===== src/rtl/sprite_pkg.sv =====
`default_nettype none
// +---------------------------------------------------------------------------+
// | sprite_pkg                                                                |
// | Register map, field layout and fetch FSM states for sprite_fetch_arbiter. |
// | Build option: SPRITE_FETCH_TIMER_EN adds the animation-timer field.       |
// | Rev 1.0                                                                   |
// +---------------------------------------------------------------------------+
package sprite_pkg;

  localparam logic [5:0] REG_SPR_BASE_0 = 6'd0;
  localparam logic [5:0] REG_SPR_BASE_1 = 6'd8;
  localparam logic [5:0] REG_SPR_BASE_2 = 6'd14;
  localparam logic [5:0] REG_SPR_BASE_3 = 6'd20;
  localparam logic [5:0] REG_SPR_BASE_4 = 6'd26;

  localparam logic [1:0] OFF_X     = 2'd0;
  localparam logic [1:0] OFF_Y     = 2'd1;
  localparam logic [1:0] OFF_ROT   = 2'd2;
  localparam logic [1:0] OFF_TIMER = 2'd3;

  localparam logic [5:0] REG_LOCK_ADDR  = 6'd32;
  localparam logic [5:0] REG_SCORE      = 6'd33;
  localparam logic [5:0] REG_SCORE_DISP = 6'd34;

`ifdef SPRITE_FETCH_TIMER_EN
  localparam int FIELDS = 4;
`else
  localparam int FIELDS = 3;
`endif

  typedef enum logic [1:0] {
    IDLE   = 2'd0,
    FETCH  = 2'd1,
    UNLOCK = 2'd2
  } fetch_state_t;

  function automatic logic [5:0] spr_base(input logic [2:0] idx);
    case (idx)
      3'd0:    spr_base = REG_SPR_BASE_0;
      3'd1:    spr_base = REG_SPR_BASE_1;
      3'd2:    spr_base = REG_SPR_BASE_2;
      3'd3:    spr_base = REG_SPR_BASE_3;
      3'd4:    spr_base = REG_SPR_BASE_4;
      default: spr_base = REG_SPR_BASE_0;
    endcase
  endfunction

endpackage
`default_nettype wire


===== src/rtl/sprite_port_mux.sv =====
`default_nettype none
// +---------------------------------------------------------------------------+
// | sprite_port_mux                                                           |
// | Grants the shared register-file port to the CPU or the fetch engine,      |
// | with a starvation counter that bounds how long the CPU can be denied.     |
// | Rev 1.0                                                                   |
// +---------------------------------------------------------------------------+
module sprite_port_mux #(
  parameter int CPU_MAX_WAIT = 3
) (
  input  logic        clk,
  input  logic        reset,
  input  logic        cpu_req,
  input  logic        cpu_we,
  input  logic [5:0]  cpu_addr,
  input  logic [15:0] cpu_wdata,
  output logic        cpu_ack,
  output logic [15:0] cpu_rdata,
  input  logic        fetch_req,
  input  logic        fetch_we,
  input  logic [5:0]  fetch_addr,
  output logic        fetch_grant,
  output logic [5:0]  reg_addr,
  output logic [15:0] reg_in,
  output logic        reg_we,
  input  logic [15:0] reg_out
);

  localparam int WW = $clog2(CPU_MAX_WAIT + 1);

  logic [WW-1:0] wait_cnt;
  logic          starve;
  logic          cpu_grant;

  // The engine owns the port only while it has something to do there.
  assign starve      = (wait_cnt >= WW'(CPU_MAX_WAIT));
  assign cpu_grant   = cpu_req && (!fetch_req || starve);
  assign fetch_grant = fetch_req && !cpu_grant;
  assign cpu_ack     = cpu_grant;

  always_ff @(posedge clk) begin
    if (reset) begin
      wait_cnt <= '0;
    end else if (cpu_req && !cpu_grant) begin
      wait_cnt <= wait_cnt + 1'b1;
    end else begin
      wait_cnt <= '0;
    end
  end

  always_comb begin
    reg_addr = 6'd0;
    reg_in   = 16'd0;
    reg_we   = 1'b0;
    if (cpu_grant) begin
      reg_addr = cpu_addr;
      reg_in   = cpu_wdata;
      reg_we   = cpu_we;
    end else if (fetch_grant) begin
      reg_addr = fetch_addr;
      reg_we   = fetch_we;
    end
  end

  assign cpu_rdata = (cpu_grant && !cpu_we) ? reg_out : 16'd0;

endmodule
`default_nettype wire


===== src/rtl/sprite_fetch_arbiter.sv =====
`default_nettype none
// +---------------------------------------------------------------------------+
// | sprite_fetch_arbiter                                                      |
// | Per-vsync sprite register fetch into a staging bank, lock clear, then an  |
// | atomic copy to the shadow bank; shares the register port with the CPU.    |
// | Build option: SPRITE_FETCH_TIMER_EN (adds spr_timer, 4 fields/sprite).    |
// | Rev 1.0                                                                   |
// +---------------------------------------------------------------------------+
module sprite_fetch_arbiter
  import sprite_pkg::*;
#(
  parameter int NSPR         = 5,
  parameter int LOCK_ADDR    = 32,
  parameter int CPU_MAX_WAIT = 3
) (
  input  logic                clk,
  input  logic                reset,
  input  logic                vsync,
  input  logic                cpu_req,
  input  logic                cpu_we,
  input  logic [5:0]          cpu_addr,
  input  logic [15:0]         cpu_wdata,
  output logic                cpu_ack,
  output logic [15:0]         cpu_rdata,
  output logic [5:0]          reg_addr,
  output logic [15:0]         reg_in,
  output logic                reg_we,
  input  logic [15:0]         reg_out,
  output logic [8*NSPR-1:0]   spr_x,
  output logic [8*NSPR-1:0]   spr_y,
  output logic [8*NSPR-1:0]   spr_rot,
`ifdef SPRITE_FETCH_TIMER_EN
  output logic [8*NSPR-1:0]   spr_timer,
`endif
  output logic                shadow_valid,
  output logic                frame_done,
  output logic                busy
);

  fetch_state_t state, state_nx;
  logic [2:0]   spr_idx, spr_nx;
  logic [1:0]   fld_idx, fld_nx;
  logic         lock_written, lock_written_nx;
  logic         pending, pending_nx;
  logic         capture;
  logic         last_read;

  logic         fetch_req;
  logic         fetch_we;
  logic [5:0]   fetch_addr;
  logic         fetch_grant;

  logic [8*NSPR-1:0] stg_x;
  logic [8*NSPR-1:0] stg_y;
  logic [8*NSPR-1:0] stg_rot;
`ifdef SPRITE_FETCH_TIMER_EN
  logic [8*NSPR-1:0] stg_timer;
`endif

  // UNLOCK has two phases: the lock write, then the publish cycle.
  assign fetch_req  = (state == FETCH) || ((state == UNLOCK) && !lock_written);
  assign fetch_we   = (state == UNLOCK);
  assign fetch_addr = (state == UNLOCK) ? 6'(LOCK_ADDR)
                                        : spr_base(spr_idx) + {4'd0, fld_idx};
  assign last_read  = (spr_idx == 3'(NSPR - 1)) && (fld_idx == 2'(FIELDS - 1));
  assign busy       = (state != IDLE);

  sprite_port_mux #(
    .CPU_MAX_WAIT (CPU_MAX_WAIT)
  ) u_port_mux (
    .clk         (clk),
    .reset       (reset),
    .cpu_req     (cpu_req),
    .cpu_we      (cpu_we),
    .cpu_addr    (cpu_addr),
    .cpu_wdata   (cpu_wdata),
    .cpu_ack     (cpu_ack),
    .cpu_rdata   (cpu_rdata),
    .fetch_req   (fetch_req),
    .fetch_we    (fetch_we),
    .fetch_addr  (fetch_addr),
    .fetch_grant (fetch_grant),
    .reg_addr    (reg_addr),
    .reg_in      (reg_in),
    .reg_we      (reg_we),
    .reg_out     (reg_out)
  );

  always_comb begin
    state_nx        = state;
    spr_nx          = spr_idx;
    fld_nx          = fld_idx;
    lock_written_nx = lock_written;
    pending_nx      = pending;
    capture         = 1'b0;
    frame_done      = 1'b0;
    case (state)
      IDLE: begin
        if (vsync) begin
          state_nx = FETCH;
          spr_nx   = 3'd0;
          fld_nx   = 2'd0;
        end
      end
      FETCH: begin
        if (vsync) pending_nx = 1'b1;
        if (fetch_grant) begin
          capture = 1'b1;
          if (last_read) begin
            state_nx        = UNLOCK;
            lock_written_nx = 1'b0;
          end else if (fld_idx == 2'(FIELDS - 1)) begin
            fld_nx = 2'd0;
            spr_nx = spr_idx + 3'd1;
          end else begin
            fld_nx = fld_idx + 2'd1;
          end
        end
      end
      UNLOCK: begin
        if (!lock_written) begin
          if (vsync) pending_nx = 1'b1;
          if (fetch_grant) lock_written_nx = 1'b1;
        end else begin
          frame_done      = 1'b1;
          lock_written_nx = 1'b0;
          spr_nx          = 3'd0;
          fld_nx          = 2'd0;
          // A vsync landing on the publish cycle restarts just like a pending one.
          if (pending || vsync) begin
            state_nx   = FETCH;
            pending_nx = 1'b0;
          end else begin
            state_nx = IDLE;
          end
        end
      end
      default: state_nx = IDLE;
    endcase
  end

  always_ff @(posedge clk) begin
    if (reset) begin
      state        <= IDLE;
      spr_idx      <= 3'd0;
      fld_idx      <= 2'd0;
      lock_written <= 1'b0;
      pending      <= 1'b0;
      stg_x        <= '0;
      stg_y        <= '0;
      stg_rot      <= '0;
      spr_x        <= '0;
      spr_y        <= '0;
      spr_rot      <= '0;
`ifdef SPRITE_FETCH_TIMER_EN
      stg_timer    <= '0;
      spr_timer    <= '0;
`endif
      shadow_valid <= 1'b0;
    end else begin
      state        <= state_nx;
      spr_idx      <= spr_nx;
      fld_idx      <= fld_nx;
      lock_written <= lock_written_nx;
      pending      <= pending_nx;
      if (capture) begin
        case (fld_idx)
          OFF_X:     stg_x[{spr_idx, 3'b000} +: 8]     <= reg_out[7:0];
          OFF_Y:     stg_y[{spr_idx, 3'b000} +: 8]     <= reg_out[7:0];
          OFF_ROT:   stg_rot[{spr_idx, 3'b000} +: 8]   <= reg_out[7:0];
`ifdef SPRITE_FETCH_TIMER_EN
          OFF_TIMER: stg_timer[{spr_idx, 3'b000} +: 8] <= reg_out[7:0];
`endif
          default: ;
        endcase
      end
      if (frame_done) begin
        spr_x        <= stg_x;
        spr_y        <= stg_y;
        spr_rot      <= stg_rot;
`ifdef SPRITE_FETCH_TIMER_EN
        spr_timer    <= stg_timer;
`endif
        shadow_valid <= 1'b1;
      end
    end
  end

endmodule
`default_nettype wire


===== config.mk =====
export PLATFORM = sky130hd
export DESIGN_NAME = sprite_fetch_arbiter
export DESIGN_NICKNAME = d
export VERILOG_FILES = /design/src/rtl/sprite_pkg.sv /design/src/rtl/sprite_port_mux.sv /design/src/rtl/sprite_fetch_arbiter.sv
export SDC_FILE = /design/constraint.sdc
export NUM_CORES = 1
export LEC_CHECK = 0
export CELL_PAD_IN_SITES_DETAIL_PLACEMENT = 1
export CELL_PAD_IN_SITES_GLOBAL_PLACEMENT = 1
export CORE_MARGIN = 1
export CORE_UTILIZATION = 42
export CTS_BUF_LIST = sky130_fd_sc_hd__clkbuf_8
export CTS_CLUSTER_SIZE = 24
export DETAILED_ROUTE_END_ITERATION = 10
export HOLD_SLACK_MARGIN = 0.03
export PLACE_DENSITY = 0.9
export SKIP_LAST_GASP = 1
export SLEW_MARGIN = 25
export SYNTH_ARGS = -nofsm -noshare
export SYNTH_HDL_FRONTEND = slang
export SYNTH_SLANG_ARGS = --single-unit
export TNS_END_PERCENT = 5

===== constraint.sdc =====
create_clock -name clk -period 4.93 [get_ports clk]
set_input_delay 0.493 -clock clk [delete_from_list [all_inputs] [get_ports clk]]
set_output_delay 0.493 -clock clk [all_outputs]
set_load 0.02 [all_outputs]

* Yosys cells after proc, flatten, opt, wreduce, memory -nomap -nowiden
Index checks and enable logic that the tools add are counted.
** Word-level totals
- Logic and storage cells :: 105
- Input port bits :: 43
- Register bits :: 252
- Output and inout bits :: 163
** Operators by class
- Muxes and demuxes :: 41
- Bitwise gates (word level) :: 1
- Magnitude comparators :: 1
- Add/subtract/negate cells :: 5
- Equality and inequality tests :: 15
- Shift-type cells :: 2
- Reductions and logical operators :: 27
** Operators by type and width (count)
- 40-bit bitwise mux :: 3
- 8-bit by 8-bit variable shift with 40-bit output (first input constant) :: 1
- 8-bit by 8-bit indexed part select with 40-bit output :: 1
- 16-bit 2-to-1 mux :: 2
- 5-bit case mux with 4 select lines :: 1
- 2-bit 2-to-1 mux :: 9
- 6-bit 2-to-1 mux :: 3
- 3-bit 2-to-1 mux :: 5
- 1-bit 2-to-1 mux :: 13
- 2-bit case mux with 3 select lines :: 2
- 2-bit inequality test (second input constant) :: 5
- 3-bit case mux with 3 select lines :: 1
- 6-bit negator with 8-bit output :: 1
- 2-bit AND reduction :: 4
- 6-bit by 2-bit adder with 6-bit output :: 1
- 3-bit by 2-bit equality test with 1-bit output (second input constant) :: 2
- 1-bit logical AND :: 6
- 6-bit AND reduction :: 1
- 5-bit AND reduction :: 1
- 2-bit by 1-bit adder with 2-bit output (second input constant) :: 2
- 2-bit by 1-bit equality test with 1-bit output (second input constant) :: 2
- 2-bit equality test (second input constant) :: 2
- 1-bit zero test :: 4
- 2-bit zero test :: 2
- 14 further kinds :: 18

* Depth between registers and ports, before layout
Gate-level depths: netlist of run 1.
- Depth after elaboration :: 11
- Mapped depth :: 9
- Mapped depth without buffers :: 7

* Hierarchy
A second synthesis of run 1 with hierarchy kept.
** Second synthesis, totals
- Cells, all modules :: 1104
- Area, all modules :: 9950.8 um^2
** Modules (own cells, without submodules)
- sprite_fetch_arbiter :: instances 1, area an instance 9384.0 um^2, cells an instance 1046, seq. area each 5004.8 um^2
- sprite_port_mux :: instances 1, area an instance 566.8 um^2, cells an instance 58, seq. area each 40.0 um^2

* Worst setup path before layout of run 1
Ideal clock, no wire load.
- Path kind :: register to output
- Start :: register spr_idx[0]
- End :: output reg_addr[4]
- Arrival :: 2.115 ns
- Path slack :: 2.322 ns
- Stages on the path, launching flop included :: 8
- Data required time :: 4.437 ns
- Path buffers :: 0
- Cell sequence :: dfxtp_1 > inv_1 > ha_1 > ha_1 > a2111oi_0 > a21oi_1 > a31o_2 > a32o_1
** On the way
- Cells in the longest elaborated chain, start to end :: 6
- Elaborated cells on any way between the ends :: 9
- Classes of those cells :: add/sub (1); eq/ne (4); mux (4)
** Ends and longest elaborated chain
- from (decl) :: line sprite_fetch_arbiter.sv:41 : logic [2:0] spr_idx, spr_nx;
- from (signal assigned) :: line sprite_fetch_arbiter.sv:162 : spr_idx <= spr_nx;
- 3-bit equality test, or another cell as far along :: line sprite_pkg.sv:38 : case (idx)
- 5-bit case mux with 4 select lines (*) :: line sprite_pkg.sv:38
- 6-bit by 2-bit adder with 6-bit output (*) :: line sprite_fetch_arbiter.sv:64 : : spr_base(spr_idx) + {4'd0, fld_idx};
- 6-bit 2-to-1 mux (*) :: line sprite_fetch_arbiter.sv:63 : assign fetch_addr = (state == UNLOCK) ? 6'(LOCK_ADDR)
- 6-bit 2-to-1 mux (*) :: line sprite_port_mux.sv:59 : end else if (fetch_grant) begin
- 6-bit 2-to-1 mux (*) :: line sprite_port_mux.sv:55 : if (cpu_grant) begin
- to (decl) :: line sprite_fetch_arbiter.sv:25 : output logic [5:0] reg_addr,
Mark *: on every way between the ends. The rest lies on a longest branch, timed or not.

* Final worst setup path of run 1
Ends and elaborated chain as after synthesis.

==> out/metrics.cfg, run 1 <==
[route]
via_count = 9422
drtAntennaViolNets = 0
viasPerCell = 5.47
drtIter0Drc = 674
firstDrtPassIters = 4
drc = 0
wl_per_cell_um = 19.2
wl_um = 33100

[grt]
grt_max_degree = 157
grt_pass1_vias = 9636
antenna_found_initial = 0
grt_pass1_wl_um = 52000
grt.total_usage_pct = 27.2
grt_overflow = 0

[finish]
utilization_pct = 56.3
area_growth_pct = 30.2
design_area_sq_um = 12900
diodes = 0
most-common-layout-cells = nand2_1, dfxtp_1, a21oi_1
final_cells = 1721
nFillCells = 2748
final_common_cell = nand2_1
nets = 1440
layout-drive-gt1-share_pct = 6.39

[place]
dp.cells = 1653
dpl_cell_area_sq_um = 12100
place_hpwl_um = 21100
portBuffers = 205
pre_cts_slack_ns = 1.23
finalWeightedCongestion = 0.837

[critical_path]
crit_type = flop to output pin
r2r-start = spr_idx[0]$_SDFFE_PP0P_
r2r_end = stg_x[3]$_SDFFE_PP0P_
reg2reg_setup_slack_ns = 1.39
worstSetupEndpointType = output pin
reg2reg_depth = 7
critPathMaxFanout = 18
start_kind = flop
critPathArrivalTime_ns = 3.77
cp_data_required_time_ns = 4.44

[sta]
setup_viol = 0
slew_headroom_pct = 31.7
skew_ns = 0.0184
tightest_slew_ns = 1.02
tns_ns = 0
whs_ns = 0.440
fin_crit_sh_pct = 86.5
finalCriticalPeriod_ns = 4.27
worst_slack_ns = 0.664
hold_viol_final = 0
timing.fmax_ghz = 0.234
rsz0062_at_grt = no
finalMaxSlewViolations = 0

[die]
die_y_um = 156
row_count = 55
dieArea_sq_um = 24200
fp.dieW_um = 156
ioPinCount = 206
initial_core_util_pct = 43.3
core_area_sq_um = 22900

[min_path]
min_path_type = flop to flop
hold_start = stg_y[26]$_SDFFE_PP0P_
hold_end = spr_y[26]$_SDFFE_PP0P_
hold_depth = 2

[power]
power_frac_seq_pct = 44.8
comb_power_share_pct = 18.5
p_leak_nw = 4.46
power_mw = 4.71
sw_frac_of_total_pct = 29.4
p_clk_share_pct = 36.7
internal-power_mw = 3.32
ir_worst_vdd_mv = 0.238
p_per_area_nw_per_um2 = 365
switchingPower_mw = 1.39

[clocking]
clockBufferDepth = 3
cts_htree_levels = 2
cts_tree = yes
cts_setup_buffers = 0
clk_latency_ns = 0.53
cts.repair.resized = 0
cts_sinks = 252
cts.clk_slew.worst_paths_ns = 0.06
cts-hold-fix-buffers = 0
cts_buffers = 41
cts_root_buf = clkbuf_8

[synth]
ys.flop_type = dfxtp_1
ys_top_cells_by_area = dfxtp_1, a21oi_1, nand2_1
synth_top_area_share_pct = 50.9
avgSynthCellArea_sq_um = 8.09
synth_edf_count = 0
yosysTopAreaCell = dfxtp_1
syn-num-nets = 1282
ys_seq_elements = 252
netlist_area_sq_um = 9910
syn_inst = 1225
synth.distinct_cells = 52
ys_seq_area_share_pct = 50.9
ys_warn_count = 0
synth-async-reset-ratio_pct = 0

[job]
maxCapViolCount = 0

[run_status]
status = finished clean

==> how the worst max path moves through the flow <==
stage,from,endpoint,slack [ns],cells past startpoint
finish,spr_idx[0]$_SDFFE_PP0P_,reg_addr[4],0.66,8
global route,spr_idx[0]$_SDFFE_PP0P_,reg_addr[4],0.36,8
CTS,spr_idx[0]$_SDFFE_PP0P_,reg_addr[4],0.65,8
detailed placement,spr_idx[0]$_SDFFE_PP0P_,reg_addr[4],1.23,8
global placement,spr_idx[0]$_SDFFE_PP0P_,reg_addr[4],1.44,8
floorplan,spr_idx[0]$_SDFFE_PP0P_,reg_addr[4],2.32,7
==> worst max-delay path, stage by stage, from the launching register on <==
cell	delay (ns)
dfxtp_1	0.71
inv_1	0.19
ha_1	0.32
ha_1	0.26
a2111oi_0	0.49
a21oi_1	0.18
a31o_2	0.29
a32o_1	0.25
clkdlybuf4s50_1	0.54
==> state kept, by name (all words and copies together), names as in the netlist, 2 cells and up <==
| register | count |
|---|---|
| stg_y | 40 |
| spr_x | 40 |
| spr_y | 40 |
| fld_idx | 2 |
| stg_rot | 40 |
| spr_idx | 3 |
| stg_x | 40 |
| spr_rot | 40 |
| u_port_mux.wait_cnt | 2 |
| state | 2 |
==> cell families after synthesis <==
family / count (synthesis) / synth area share (%)
buffers and inverters: 125 / 4.99
flip-flops: 252 / 50.9
XOR/XNOR: 1 / 0.0884
AO/OA/AOI/OAI: 309 / 16.3
adder cells (fa/ha/maj): 14 / 1.77
multiplexers: 40 / 4.06
AND/OR/NAND/NOR: 484 / 21.9
==> power by group through the flow <==
stage	sequential (mW)	clock, mW	combinational (mW)
floorplan	2.13	0	0.526
global placement	2.15	0	0.833
detailed placement	2.15	0	0.862
CTS	2.11	1.76	0.872
global route	2.11	1.86	0.934
finish	2.11	1.73	0.873
==> Yosys cell counts, drive strengths merged, types with 2 or more instances <==
cell type / instances
or3: 4
a21boi: 2
ha: 14
mux2: 2
and4b: 2
inv: 13
clkbuf: 93
nand3: 90
nor2: 44
a31oi: 3
buf: 17
a21oi: 216
nor4b: 4
o21ai: 74
and3: 3
nand4: 6
dfxtp: 252
nor2b: 4
mux2i: 38
nand2b: 3
nor3: 3
clkinv: 2
and2: 42
nand2: 272
o2bb2ai: 2
==> cell type report <==
cell class | instances | area [sq um] | area share (%)
Clock buffer | 51 | 702 | 5.44
Clock inverter | 17 | 70.1 | 0.543
Inverter | 15 | 57.6 | 0.446
Multi-Input combinational cell | 848 | 4430 | 34.3
Sequential cell | 252 | 5040 | 39.1
Tap cell | 313 | 392 | 3.03
Timing Repair Buffer | 225 | 2210 | 17.1
==> per-layer routing <==
metal,track usage (%),share of wire (%)
met5,0,0
met1,33.6,43
met3,5.39,5.9
met4,10.3,2.8
met2,46.6,49
Power figures use the tool's default switching activity.
==> inputs of run 2 (changes only) <==
RECOVER_POWER = 25   (was unset)
==> run 2 against run 1 <==
Against the previous run: worst setup slack worse by 0.017 ns; highest routed layer unchanged; largest cell class unchanged; register-to-register slack hardly changed; fmax is 0.41% lower; routed wire length hardly changed; die area stayed put; final cell count stayed put; via count stayed put; non-clock buffer count stayed put; combinational power hardly changed; clock-buffer cell count stayed put.
==> out/metrics.cfg, run 2 (synthesized netlist as in run 1, its figures left out) <==
[run_status]
status = finished clean

[critical_path]
cp_data_required_time_ns = 4.44  ; about the same
r2r-start = spr_idx[0]$_SDFFE_PP0P_
critPathMaxFanout = 18  ; unchanged
worstSetupEndpointType = output pin
critPathArrivalTime_ns = 3.79  ; +0.02 ns
r2r_end = stg_x[3]$_SDFFE_PP0P_
reg2reg_depth = 7  ; unchanged
start_kind = flop
reg2reg_setup_slack_ns = 1.39  ; about the same
crit_type = flop to output pin

[route]
drc = 0  ; unchanged
viasPerCell = 5.47  ; unchanged
firstDrtPassIters = 5  ; +1
wl_per_cell_um = 19.2  ; about the same
via_count = 9422  ; unchanged
drtAntennaViolNets = 0  ; unchanged
drtIter0Drc = 684  ; +1.5%
wl_um = 33100  ; about the same

[min_path]
hold_end = spr_y[24]$_SDFFE_PP0P_
min_path_type = flop to flop
hold_start = stg_y[24]$_SDFFE_PP0P_
hold_depth = 2  ; unchanged

[grt]
grt_pass1_wl_um = 52000  ; unchanged
use_met1_pct = 33.6  ; unchanged
grt.total_usage_pct = 27.2  ; unchanged
grt_pass1_vias = 9636  ; unchanged
globalRouteMet3Util_pct = 5.39  ; unchanged
grt.busiest_layer = met2
antenna_found_initial = 0  ; unchanged
grt_overflow = 0  ; unchanged
grt_max_degree = 157  ; unchanged
grt_use_met2_pct = 46.6  ; unchanged

[finish]
utilization_pct = 56.3  ; unchanged
nets = 1440  ; unchanged
area_growth_pct = 30.2  ; unchanged
diodes = 0  ; unchanged
most-common-layout-cells = nand2_1, dfxtp_1, a21oi_1
final_common_cell = nand2_1
layout-drive-gt1-share_pct = 6.39  ; unchanged

[sta]
setup_viol = 0  ; unchanged
timing.fmax_ghz = 0.233  ; -0.41%
rsz0062_at_grt = no
slew_headroom_pct = 31.8  ; +0.14 points
tns_ns = 0  ; unchanged
finalCriticalPeriod_ns = 4.28  ; +0.0175 ns
finalMaxSlewViolations = 0  ; unchanged
fin_crit_sh_pct = 86.9  ; +0.35 points
skew_ns = 0.0199  ; +0.00152 ns
tightest_slew_ns = 1.02  ; -0.00208 ns
hold_viol_final = 0  ; unchanged

[die]
fp.dieW_um = 156  ; unchanged
dieArea_sq_um = 24200  ; unchanged
initial_core_util_pct = 43.3  ; unchanged
ioPinCount = 206  ; unchanged
row_count = 55  ; unchanged
die_y_um = 156  ; unchanged
core_area_sq_um = 22900  ; unchanged

[clocking]
cts_sinks = 252  ; unchanged
cts.clk_slew.worst_paths_ns = 0.06  ; about the same
cts.repair.resized = 0  ; unchanged
cts_setup_buffers = 0  ; unchanged
cts_htree_levels = 2  ; unchanged
cts_tree = yes
cts-hold-fix-buffers = 0  ; unchanged
clk_latency_ns = 0.54  ; about the same
cts_root_buf = clkbuf_8
cts_buffers = 41  ; unchanged
clockBufferDepth = 3  ; unchanged

[power]
ir_worst_vdd_mv = 0.237  ; -0.13%
p_per_area_nw_per_um2 = 365  ; about the same
p_leak_nw = 4.82  ; +8.1%

[place]
finalWeightedCongestion = 0.837  ; unchanged
place_hpwl_um = 21100  ; unchanged
portBuffers = 205  ; unchanged

[job]
maxCapViolCount = 0  ; unchanged

[run 2: cell count changes in the layout (fill, tap and decap cells not counted)]
cell and change:
clkdlybuf4s50_1 -101, dlygate4sd3_1 +101
[run 2: per-stage QoR]
step | total power, mW | cell area [sq um] | hold WS, ns | setup slack [ns] | cells
finish | 4.71 | 12900 | 0.440 | 0.647 | 1721
global route | 4.91 | 12900 | 0.463 | 0.361 | 1721
CTS | 4.73 | 12900 | 0.436 | 0.650 | 1721
detailed placement | 3.01 | 12100 | 0.443 | 1.23 | 1653
global placement | 2.98 | 12100 | 0.434 | 1.44 | 1653
floorplan | 2.66 | 9910 | 0.428 | 2.32 | 1225
[run 2: how the worst max path moves through the flow]
| stage | depth (start not counted) | slack, ns | end | from |
|---|---|---|---|---|
| CTS | 8 | 0.65 | reg_addr[4] | spr_idx[0]$_SDFFE_PP0P_ |
| floorplan | 7 | 2.32 | reg_addr[4] | spr_idx[0]$_SDFFE_PP0P_ |
| detailed placement | 8 | 1.23 | reg_addr[4] | spr_idx[0]$_SDFFE_PP0P_ |
| global route | 8 | 0.36 | reg_addr[4] | spr_idx[0]$_SDFFE_PP0P_ |
| finish | 8 | 0.65 | reg_addr[4] | spr_idx[0]$_SDFFE_PP0P_ |
| global placement | 8 | 1.44 | reg_addr[4] | spr_idx[0]$_SDFFE_PP0P_ |
[run 2: critical path, stage by stage, from the launching register on]
cell	delay, ns
dfxtp_1	0.72
inv_1	0.20
ha_1	0.32
ha_1	0.26
a2111oi_0	0.49
a21oi_1	0.18
a31o_2	0.29
a32o_1	0.25
clkdlybuf4s50_1	0.54
[run 2: where the power goes]
group / internal, mW / switching [mW] / total (mW) / leakage, nW
clock: 0.923 / 0.804 / 1.73 / 0.449
combinational: 0.325 / 0.548 / 0.872 / 2.34
sequential: 2.07 / 0.0333 / 2.11 / 2.03
[run 2: layer usage]
layer	share of wire, %	wire length (um)
met1	42	14000
met2	49	16100
met3	6.0	2000
met4	2.9	966
met5	0	0
[run 2: cell type report]
class	count	area (sq um)
fill	2748	10000
sequential	252	5040
multi-input combinational	848	4430
timing repair buffer	225	2210
clock buffer	51	702
tap	313	392
clock inverter	17	70.1
inverter	15	57.6
